$ cat src/rtl/console_uart_tx.sv
// Console UART back end: snoops CHAR_OUT writes into a FIFO and shifts them out as 8N1 frames.
// Write-to-start-bit latency is 2 edges; writes to a full FIFO are dropped and flagged as overflow.

module console_uart_tx_fifo #(
  parameter int unsigned W     = 8,
  parameter int unsigned DEPTH = 8
) (
  input  logic                       clk_i,
  input  logic                       rst_i,
  input  logic                       push_i,
  input  logic                       pop_i,
  input  logic [W-1:0]               dat_i,
  output logic [W-1:0]               dat_o,
  output logic [$clog2(DEPTH):0]     count_o
);
  // Generic FIFO, first-word fall-through, head visible on dat_o.
  // Caller guarantees no push when full and no pop when empty.
  localparam int unsigned AW = $clog2(DEPTH);

  logic [W-1:0]  mem_q [DEPTH];
  logic [AW-1:0] wptr_q;
  logic [AW-1:0] rptr_q;
  logic [AW:0]   count_q;

  always_ff @(posedge clk_i) begin
    if (push_i) mem_q[wptr_q] <= dat_i;
  end

  always_ff @(posedge clk_i or negedge rst_i) begin
    if (!rst_i) begin
      wptr_q  <= '0;
      rptr_q  <= '0;
      count_q <= '0;
    end else begin
      if (push_i) wptr_q <= wptr_q + 1'b1;
      if (pop_i)  rptr_q <= rptr_q + 1'b1;
      case ({push_i, pop_i})
        2'b10:   count_q <= count_q + 1'b1;
        2'b01:   count_q <= count_q - 1'b1;
        default: count_q <= count_q;
      endcase
    end
  end

  assign dat_o   = mem_q[rptr_q];
  assign count_o = count_q;
endmodule

module console_uart_tx #(
  parameter int unsigned CLK_DIV    = 16,
  parameter int unsigned FIFO_DEPTH = 8
) (
  input  logic        clk_i,
  input  logic        rst_i,
  input  logic        req_i,
  input  logic        we_i,
  input  logic [31:0] addr_i,
  input  logic [31:0] wdata_i,
  output logic [31:0] rdata_o,
  output logic        tx_o,
  output logic        busy_o,
  output logic        full_o
);
  localparam int unsigned CW = $clog2(FIFO_DEPTH) + 1;

  typedef enum logic [1:0] {IDLE, START, DATA, STOP} state_t;

  state_t        state_q;
  logic [15:0]   baud_q;
  logic [2:0]    bit_q;
  logic [7:0]    shift_q;
  logic          tx_q;
  logic          ovf_q;
  logic [31:0]   rdata_q;
  logic [31:0]   rdata_d;

  logic [CW-1:0] count;
  logic [7:0]    head;
  logic          empty;
  logic          wr_char;
  logic          wr_ctrl;
  logic          rd_req;
  logic          push;
  logic          pop;
  logic          baud_last;

  assign wr_char   = req_i & we_i & (addr_i[7:0] == 8'h04);
  assign wr_ctrl   = req_i & we_i & (addr_i[7:0] == 8'h0C);
  assign rd_req    = req_i & ~we_i;
  assign empty     = (count == '0);
  assign full_o    = (count == CW'(FIFO_DEPTH));
  assign busy_o    = (state_q != IDLE) | ~empty;
  assign push      = wr_char & ~full_o;
  assign baud_last = (baud_q == 16'(CLK_DIV - 1));
  // A new frame is loaded from IDLE or on the final stop-bit cycle, giving gapless back-to-back frames.
  assign pop       = ~empty & ((state_q == IDLE) | ((state_q == STOP) & baud_last));

  console_uart_tx_fifo #(
    .W     (8),
    .DEPTH (FIFO_DEPTH)
  ) u_fifo (
    .clk_i   (clk_i),
    .rst_i   (rst_i),
    .push_i  (push),
    .pop_i   (pop),
    .dat_i   (wdata_i[7:0]),
    .dat_o   (head),
    .count_o (count)
  );

  always_comb begin
    rdata_d = '0;
    if (addr_i[7:0] == 8'h00) begin
      rdata_d = {16'h0000, 8'(count), 4'h0, ovf_q, busy_o, full_o, empty};
    end
  end

  always_ff @(posedge clk_i or negedge rst_i) begin
    if (!rst_i) begin
      rdata_q <= '0;
      ovf_q   <= 1'b0;
    end else begin
      if (rd_req) rdata_q <= rdata_d;
      if (wr_char & full_o)          ovf_q <= 1'b1;
      else if (wr_ctrl & wdata_i[0]) ovf_q <= 1'b0;
    end
  end

  always_ff @(posedge clk_i or negedge rst_i) begin
    if (!rst_i) begin
      state_q <= IDLE;
      baud_q  <= '0;
      bit_q   <= '0;
      shift_q <= '0;
      tx_q    <= 1'b1;
    end else begin
      case (state_q)
        IDLE: begin
          tx_q <= 1'b1;
          if (pop) begin
            shift_q <= head;
            bit_q   <= '0;
            baud_q  <= '0;
            tx_q    <= 1'b0;
            state_q <= START;
          end
        end
        START: begin
          if (baud_last) begin
            baud_q  <= '0;
            tx_q    <= shift_q[0];
            state_q <= DATA;
          end else begin
            baud_q <= baud_q + 16'd1;
          end
        end
        DATA: begin
          if (baud_last) begin
            baud_q  <= '0;
            shift_q <= shift_q >> 1;
            bit_q   <= bit_q + 3'd1;
            if (bit_q == 3'd7) begin
              tx_q    <= 1'b1;
              state_q <= STOP;
            end else begin
              tx_q <= shift_q[1];
            end
          end else begin
            baud_q <= baud_q + 16'd1;
          end
        end
        STOP: begin
          if (baud_last) begin
            baud_q <= '0;
            if (pop) begin
              shift_q <= head;
              bit_q   <= '0;
              tx_q    <= 1'b0;
              state_q <= START;
            end else begin
              state_q <= IDLE;
            end
          end else begin
            baud_q <= baud_q + 16'd1;
          end
        end
        default: state_q <= IDLE;
      endcase
    end
  end

  assign tx_o    = tx_q;
  assign rdata_o = rdata_q;
endmodule
$ cat config.mk
export PLATFORM = sky130hd
export DESIGN_NAME = console_uart_tx
export DESIGN_NICKNAME = d
export VERILOG_FILES = /design/src/rtl/console_uart_tx.sv
export SDC_FILE = /design/constraint.sdc
export NUM_CORES = 1
export LEC_CHECK = 0
export BUFFER_PORTS_ARGS = -buffer_cell sky130_fd_sc_hd__buf_2
export CORE_UTILIZATION = 45
export DETAILED_ROUTE_END_ITERATION = 8
export GPL_TIMING_DRIVEN = 0
export PLACE_DENSITY = 0.64
export SYNTH_ARGS = -nofsm -noshare
export SYNTH_HDL_FRONTEND = slang
export SYNTH_SLANG_ARGS = --single-unit
$ cat constraint.sdc
create_clock -name clk_i -period 3.8 [get_ports clk_i]
set_input_delay 0.76 -clock clk_i [delete_from_list [all_inputs] [get_ports clk_i]]
set_output_delay 0.76 -clock clk_i [all_outputs]
set_load 0.05 [all_outputs]
==> results.md, run 1 <==
- Setup repair after global routing left no endpoint under its margin.
- The area growth from synthesis to layout is 19.5%.
- Summing all multi-input logic gate instances after layout gives 1970 µm².
- Along the worst path, the maximum fanout reaches 10.
- STA puts the critical path data arrival time at 2.15 ns.
- The most critical setup path has its endpoint at busy_o.
- The detail-routed net length per standard cell is 15.9 µm.
- The wire length of the first global-routing pass is 16.9 mm.
- By startpoint and endpoint, the worst setup path is classified as register to output port.
- In the post-route analysis, the smallest setup slack over all paths is 0.891 ns.
- The iteration-0 DRC count of the detailed router is 215.
- The clock sink count is 113.
- The layout cell share with drive strength beyond 1 is 26.5%.
- IR analysis of the VDD net gives a maximum drop of 453 µV.
- The post-cts sizing count is 0.
- STA classifies the critical path endpoint as an output port.
- Between clock sinks in the finished design, the worst skew comes to 0.00833 ns.
- The total overflow left after global routing is 0.
- The clock insertion delay at the later pin of the skew report is 0.42 ns.
- Summing the areas of all fa, ha and maj instances in the mapped netlist gives 3.07% of the synthesized area.
- The die is 110 µm tall.
- The relative slew slack is 25.8%.
- The number of antenna diodes in the final layout is 0.
- The analysis attributes to net switching a power of 1.49 mW.
- For this design the ratio of total power to cell area is 709 nW/µm².
- During synthesis, Yosys emitted a total of 0 warnings.
- The CTS tree is built.
- The endpoint of the lowest-slack register-to-register path is u_fifo.count_o[2].
- The largest buffer count on any clock path is 2.
- The placeable core area is 11400 µm².
- Yosys mapped the design onto 57 distinct sky130hd cell types.
- The critical path runs through a total of 5 cells.
- The main combinational cell family by area after synthesis is simple AND/OR/NAND/NOR gates.
- The buffer count from post-CTS setup fixing is 0.
- The first-pass iteration count of the detailed router is 4.
- The largest net degree at the start of global routing is 50.
- The count of final max-slew check failures is 0.
- The share of cell area taken by muxes after synthesis is 8.74%.
- In this run the critical register-to-register path is launched from state_q[0].
- The tightest hold path in the finished design has a slack of 0.486 ns.
- The horizontal die dimension is 110 µm.
- The run finished with clean final reports.
- The largest stage delay on the critical path is 0.56 ns.
- For the worst setup path, the data required time is 3.04 ns.
- The total track usage is 18.2%.
- Summing the areas of all and, or, nand and nor instances in the mapped netlist gives 11.6% of the synthesized area.
- The I/O pin total is 103.
- After layout, the minimum clock period comes to 2.91 ns.
- The pre-CTS setup slack is 0.405 ns.
- The root buffer cell is clkbuf_16.
- The gate count after technology mapping is 407.
- The timing-limited maximum frequency is 0.344 GHz.
- The register-to-register setup slack is 0.94 ns.
- The number of buffers and inverters on the critical path is 3.
- The DRC violation count after routing is 0.
- The worst-case reg-to-reg path depth is 11.
- The via count of the first global-routing pass is 3330.
- The final layout contains routed wiring with a total length of 10.1 mm.
- Summing the areas of all xor and xnor instances in the mapped netlist gives 1.65% of the synthesized area.
- The final weighted congestion in routability-driven placement is 0.794.
- The register share of total power is 34.1%.
- Each instance of the synthesized netlist takes up on average 13.0 µm².
- Walking the worst path, the cells encountered are buf_2 -> nor4_2 -> and2_1 -> inv_1 -> buf_2.
- Counting flops and latches in the post-synthesis netlist gives 113.
- After clock tree synthesis, the clock-pin slew on the worst setup and hold paths is 0.05 ns.
- In the synthesized netlist the dominant register cell turns out to be edfxtp_1.
- Of the total power, the share spent switching nets is 33.2%.
- In this design, the critical path's most frequently occurring cell is buf_2.
- The half-perimeter wire length after placement is 6.79 mm.
- The launching instance or port of the critical path is u_fifo.count_o[1].
- The number of flops mapped to enable cells by yosys is 64.
- Internal power comes to 3.00 mW.
- STA classifies the critical path startpoint as a register.
- The combinational share of power is 31.2%.
- The number of hold buffers added after CTS is 0.
- The final route contains 3348 vias.
- Among all stages on the critical path, the largest delay is contributed by nor4_2.
- The setup-violating endpoint count in the final report is 0.
- After detailed routing, the number of vias per cell comes to 5.25.
- The remaining antenna violation count after routing is 0.
- The top cell family by delay on the critical path is simple AND/OR/NAND/NOR gates.
- The number of CTS-inserted buffers is 17.
- The count of standard-cell rows is 39.
- The max-capacitance violation count is 0.
- In this run the static leakage power is 2.61 nW.
- The die covers 12200 µm².
- The post-synthesis sequential area ratio is 59.5%.
- For the pin with the worst max-slew slack, the measured transition is 1.11 ns.
- The ratio of final minimum period to clock period is 76.6%.
- The post-synth design cell area is 5290 µm².
- Counting the fill cells in the layout gives 962.
- In the synthesized netlist the async set-or-reset flop fraction comes to 43.4%.
- The worst hold path belongs to the class register to register.
- Once the floorplan was initialized, standard cells occupied 46.4% of the core.
- The share of the synthesized area in compound gates (AO/OA/AOI/OAI) is 9.97%.
- In this run the number of H-tree levels came out at 4.
- The number of antenna violations at the first check in global routing came to 0.
- The number of failing hold endpoints at the final stage is 0.
- The area taken by flip-flops and latches is 3150 µm².
- At the end of the flow, the number of nets in the layout was 563.
- The clock network fraction of total power is 34.8%.
- The count of input and output buffers is 30.
## layer usage
layer	vias to the layer above	part of all wire, %	global-route usage, %
li1	1628	-	-
met3	13	4.1	6.92
met1	1632	44	21.6
met5	-	0	0
met2	75	50	29.8
met4	0	1.7	7.29
## worst reg2reg max path: stages (launching register included)
cell	delay, ns
dfrtp_1	0.40
ha_1	0.31
nor4b_1	0.27
nand4_1	0.19
a21oi_4	0.36
ha_1	0.36
xor2_1	0.19
ha_1	0.20
nor3_1	0.05
a21oi_1	0.14
o211ai_1	0.11
xor2_1	0.15
## Yosys cell counts, types with 3 or more instances
master / number / area [µm²]
a21oi_1: 15 / 75.1
a22o_1: 11 / 96.3
a31oi_1: 5 / 31.3
and2_1: 3 / 18.8
and3_1: 5 / 31.3
and4_1: 3 / 26.3
buf_2: 5 / 25.0
buf_4: 25 / 188
clkbuf_1: 4 / 15.0
dfrtp_1: 48 / 1200
edfxtp_1: 64 / 1920
ha_1: 13 / 163
inv_1: 7 / 26.3
mux2i_1: 8 / 80.1
mux4_2: 16 / 360
nand2_1: 42 / 158
nand2b_1: 5 / 31.3
nand3_1: 5 / 25.0
nand4_1: 5 / 31.3
nor2_1: 18 / 67.6
nor3_1: 10 / 50.1
nor4_2: 3 / 37.5
o21ai_0: 39 / 195
o21ai_1: 3 / 15.0
xnor2_1: 4 / 35.0
xor2_1: 6 / 52.6
## how the worst min path moves through the flow
| stage | from | cells after the start | slack [ns] | endpoint |
|---|---|---|---|---|
| 2_1_floorplan | shift_q[2] | 2 | 0.45 | shift_q[2] |
| 3_3_place_gp | shift_q[2] | 2 | 0.46 | shift_q[2] |
| 3_5_place_dp | bit_q[1] | 2 | 0.48 | bit_q[1] |
| 4_1_cts | shift_q[7] | 2 | 0.49 | shift_q[7] |
| 5_1_grt | rdata_o[0] | 1 | 0.51 | rdata_o[0] |
| 6_report | bit_q[1] | 2 | 0.49 | bit_q[1] |
## sequential cells by signal, indices dropped and copies added, names as in the netlist
register	count
u_fifo.mem_q	64
baud_q	16
rdata_o	8
shift_q	8
u_fifo.count_o	4
bit_q	3
u_fifo.rptr_q	3
u_fifo.wptr_q	3
state_q	2
ovf_q	1
tx_o	1
## through the flow
step                      total power [mW]  TNS (ns)  utilization, %  cells  instance area [µm²]
after floorplan                       2.64         0               -    430                 5380
after global placement                2.90    -0.283            50.0    603                 5710
after detailed placement              2.95         0            50.3    606                 5740
after CTS                             4.52         0            55.4    638                 6320
after global routing                  4.74         0            55.4    638                 6330
final                                 4.48         0            55.4    638                 6330
## area by class of cell
class	count	share of cell area [%]
plain buffers	39	4.05
clock buffers	20	7.06
clock inverters	12	2.10
inverters	8	0.475
multi-input cells	270	31.1
flip-flops and latches	113	49.8
well taps	143	2.83
repair buffers	33	2.65
## power by group through the flow
stage / sequential (mW) / clock, mW / combinational [mW]
final: 1.53 / 1.56 / 1.40
after CTS: 1.53 / 1.58 / 1.41
after floorplan: 1.55 / 0 / 1.09
after detailed placement: 1.55 / 0 / 1.40
after global placement: 1.55 / 0 / 1.36
after global routing: 1.55 / 1.64 / 1.56
## placed cells by master (no fill, tap or decap), drive strengths merged, types with 2 or more instances in the layout
cell type  Yosys  layout
buf           33      66
edfxtp        64      64
dfrtp         48      48
o21ai         43      43
nand2         42      42
clkbuf         6      26
conb           1      24
nor2          19      19
mux4          16      16
a21oi         16      16
ha            13      13
a22o          11      11
inv            8      11
nor3          11      11
mux2i          8       8
xor2           6       6
nor4           6       6
nand4          5       5
and3           5       5
nand3          5       5
nand2b         5       5
a31oi          5       5
clkinv         0       5
xnor2          4       4
and2           3       3
and4           3       3
mux2           2       2
clkinvlp       0       2
bufinv         0       2
nor4b          2       2
o31ai          2       2
## logic make-up after synthesis
family,Yosys count
AO/OA/AOI/OAI,86
XOR/XNOR,10
adder cells (fa/ha/maj),13
buffers and inverters,47
flip-flops,113
multiplexers,26
other,1
AND/OR/NAND/NOR,111
Note: power is estimated with default switching activity, not from simulation.
==> inputs of run 2 (changes only) <==
- clock period: 3.8 -> 2.8 ns (I/O delays scaled with it)
==> run 2 against run 1 <==
Net effect:
- first-iteration DRC count down 6.5%
- sequential power up 36%
- clock-buffer cell count unchanged
- clock skew up 0.00074 ns
- power up 36%
- register-to-register slack worse by 0.71 ns
- critical path depth up 6
- sequential share of layout area down 0.15 points
- sequential cell count unchanged
- worst setup slack worse by 0.66 ns
- die area unchanged
==> results.md, run 2 (synthesis gave the netlist of run 1 again) <==
- The level count of the clock H-tree is 4 (unchanged).
- The count of input and output buffers came to 30 (unchanged).
- The height of the die is 110 µm (unchanged).
- The aggregate negative setup slack came to 0 ns (unchanged).
- The detail-routed net length per standard cell is 15.9 µm (about the same).
- The count of final max-slew check failures is 0 (unchanged).
- The setup-violating endpoint count in the final report is 0 (unchanged).
- The kind of critical path is register to register.
- The worst setup path is captured at a register.
- The iteration-0 DRC count of the detailed router came to 201 (-6.5%).
- The worst path uses 91.9% of the clock period.
- The routed design could run at a clock period as short as 2.57 ns.
- The number of vias after detailed routing came to 3351 (+0.090%).
- The wire length of the first global-routing pass came to 16.9 mm (+0.24%).
- The required time at the worst-slack endpoint was 3.10 ns (+0.06 ns).
- The maximum ir drop on the vdd rail is 614 µV (+36%).
- The register-to-register setup slack is 0.23 ns (-0.71 ns).
- The critical path goes through ha_1 -> nor4b_1 -> nand4_1 -> a21oi_4 -> ha_2 -> xor2_1 -> ha_1 -> nor3_1 -> a21oi_1 -> o211ai_1 -> xor2_1.
- The top cell family by delay on the critical path is adder cells.
- The max-capacitance violation count was 0 (unchanged).
- The total power density per cell area is 964 nW/µm² (+36%).
- The I/O pin total was 103 (unchanged).
- In the final layout, the registers with the most flip-flops are u_fifo.mem_q (64), baud_q (16).
- The final layout net count is 564 (+0.18%).
- The area growth from synthesis to layout is 19.9%.
- The mean number of vias per cell is 5.24 (about the same).
- The total global routing overflow is 0 (unchanged).
- The largest stage delay on the critical path is 0.40 ns (-0.16 ns).
- The final weighted congestion in routability-driven placement is 0.794 (unchanged).
- The largest individual stage delay along the critical path comes from the cell dfrtp_1.
- The relative slew slack was 25.3% (-0.48 points).
- The number of failing hold endpoints at the final stage is 0 (unchanged).
- The number of buffer and inverter instances along the worst setup path is 0 (-3).
- The leakage power summed over all cells is 2.61 nW (+0.20%).
- The first-pass iteration count of the detailed router is 4 (unchanged).
- The layout cell share with drive strength beyond 1 was 26.8% (+0.35 points).
- The remaining antenna violation count after routing is 0 (unchanged).
- The library cells used most frequently in the layout, excluding fill and tap cells, are edfxtp_1 (64), dfrtp_1 (48), nand2_1 (42).
- The CTS tree is built.
- The DRC violation count after routing is 0 (unchanged).
- The half-perimeter wire length after placement is 6.79 mm (unchanged).
- In this run the critical register-to-register path is captured at u_fifo.count_o[2].
- The final wirelength is 10.1 mm (about the same).
- The worst setup path is launched from a register.
- Timing would allow up to 0.389 GHz.
- The clock insertion delay at the later pin of the skew report came to 0.42 ns (about the same).
- The clock sink count is 113 (unchanged).
- The number of CTS-inserted buffers is 17 (unchanged).
- The count of standard-cell rows is 39 (unchanged).
- The register with the most flip-flops in the final layout is u_fifo.mem_q.
- The final setup skew was 0.00907 ns (+0.000745 ns).
- The number of antenna violations at the first check in global routing is 0 (unchanged).
- The peak fanout along the critical path is 8 (-2).
- The data arrival time of the critical path is 2.87 ns (+0.72 ns).
- Clock tree synthesis selected as its root buffer the cell clkbuf_16.
- The share of the core filled with cells in the final layout is 55.6% (+0.16 points).
- The path class of the lowest-slack min-delay path is primary input to async pin.
- The clock slew at the register clock pins of the worst setup and hold paths was 0.06 ns (about the same).
- The via count of the first global-routing pass came to 3334 (+0.12%).
- The largest buffer count on any clock path is 2 (unchanged).
- Setup repair after global routing left no endpoint under its margin.
- The largest net degree at the start of global routing is 50 (unchanged).
- The antenna cell count came to 0 (unchanged).
- The leading cell type in the layout, fill and taps excluded is edfxtp_1.
- The die area is 12200 µm² (unchanged).
- The worst-margin pin slew came to 1.12 ns (+0.00722 ns).
- The effective utilization at floorplan was 46.4% (unchanged).
- The placeable core area is 11400 µm² (unchanged).
- The launch point of the worst reg-to-reg path is state_q[0].
- The horizontal die dimension is 110 µm (unchanged).
- The total track usage is 18.2% (+0.060 points).
- The run finished with clean final reports.
- The minimum hold slack is 0.358 ns (-0.128 ns).
- The flip-flop count of the largest register, all copies and words added was 64 (unchanged).
- The worst-case reg-to-reg path depth was 11 (unchanged).
==> run 2: worst max-delay path by stage <==
stage                                 start            endpoint  cells after the start  slack (ns)
final                            state_q[0]   u_fifo.count_o[2]                     11        0.23
after global routing             state_q[0]   u_fifo.count_o[3]                     10        0.05
after CTS                         addr_i[1]  u_fifo.mem_q[3][4]                      6        0.01
after detailed placement          addr_i[1]  u_fifo.mem_q[3][5]                      6       -0.40
after global placement            addr_i[1]  u_fifo.mem_q[0][4]                      6       -0.84
after floorplan           u_fifo.count_o[1]   u_fifo.count_o[2]                     11         0.1
==> run 2: area by class of cell <==
cell class                      instances  area, µm²
Clock inverter                         12        133
Timing Repair Buffer                   34        175
Sequential cell                       113       3150
Clock buffer                           20        447
Multi-Input combinational cell        270       1980
Fill cell                             960       5070
Tap cell                              143        179
Buffer                                 39        256
Inverter                                8       30.0
==> run 2: metal layers <==
metal  wire (µm)  vias to the layer above  GRT usage [%]
met3         379                       11           6.92
met4         171                        0           7.29
met5           0                        -              0
met1        4520                     1640           21.7
li1            -                     1634              -
met2        5070                       66           29.8
==> run 2: stage by stage <==
step	instance area (µm²)	total power [mW]	instances	worst slack [ns]
final	6350	6.12	639	0.227
after global routing	6350	6.47	639	0.0475
after CTS	6330	6.16	639	0.0119
after detailed placement	5740	4.01	606	-0.395
after global placement	5710	3.94	603	-0.836
after floorplan	5380	3.58	430	0.0988
==> run 2: where the power goes <==
part | total, mW | leakage (nW) | internal, mW | switching, mW
Sequential | 2.08 | 1.22 | 1.94 | 0.138
Combinational | 1.92 | 1.12 | 0.810 | 1.11
Clock | 2.12 | 0.279 | 1.33 | 0.781
==> run 2: timing repair <==
item                                    in CTS  in global routing
hold buffers                                 0                  0
setup buffers                                1                  0
pin swaps                                    1                  0
endpoints found under the setup margin       1                  1
resized for setup                            1                  1
==> run 2: worst register-to-register path, delay by kind of cell (launching register included) <==
kind	cells	cell delay, ns
fa+ha+maj	3	0.78
compound gates	3	0.44
simple gates	3	0.51
flops	1	0.40
xor+xnor	2	0.32
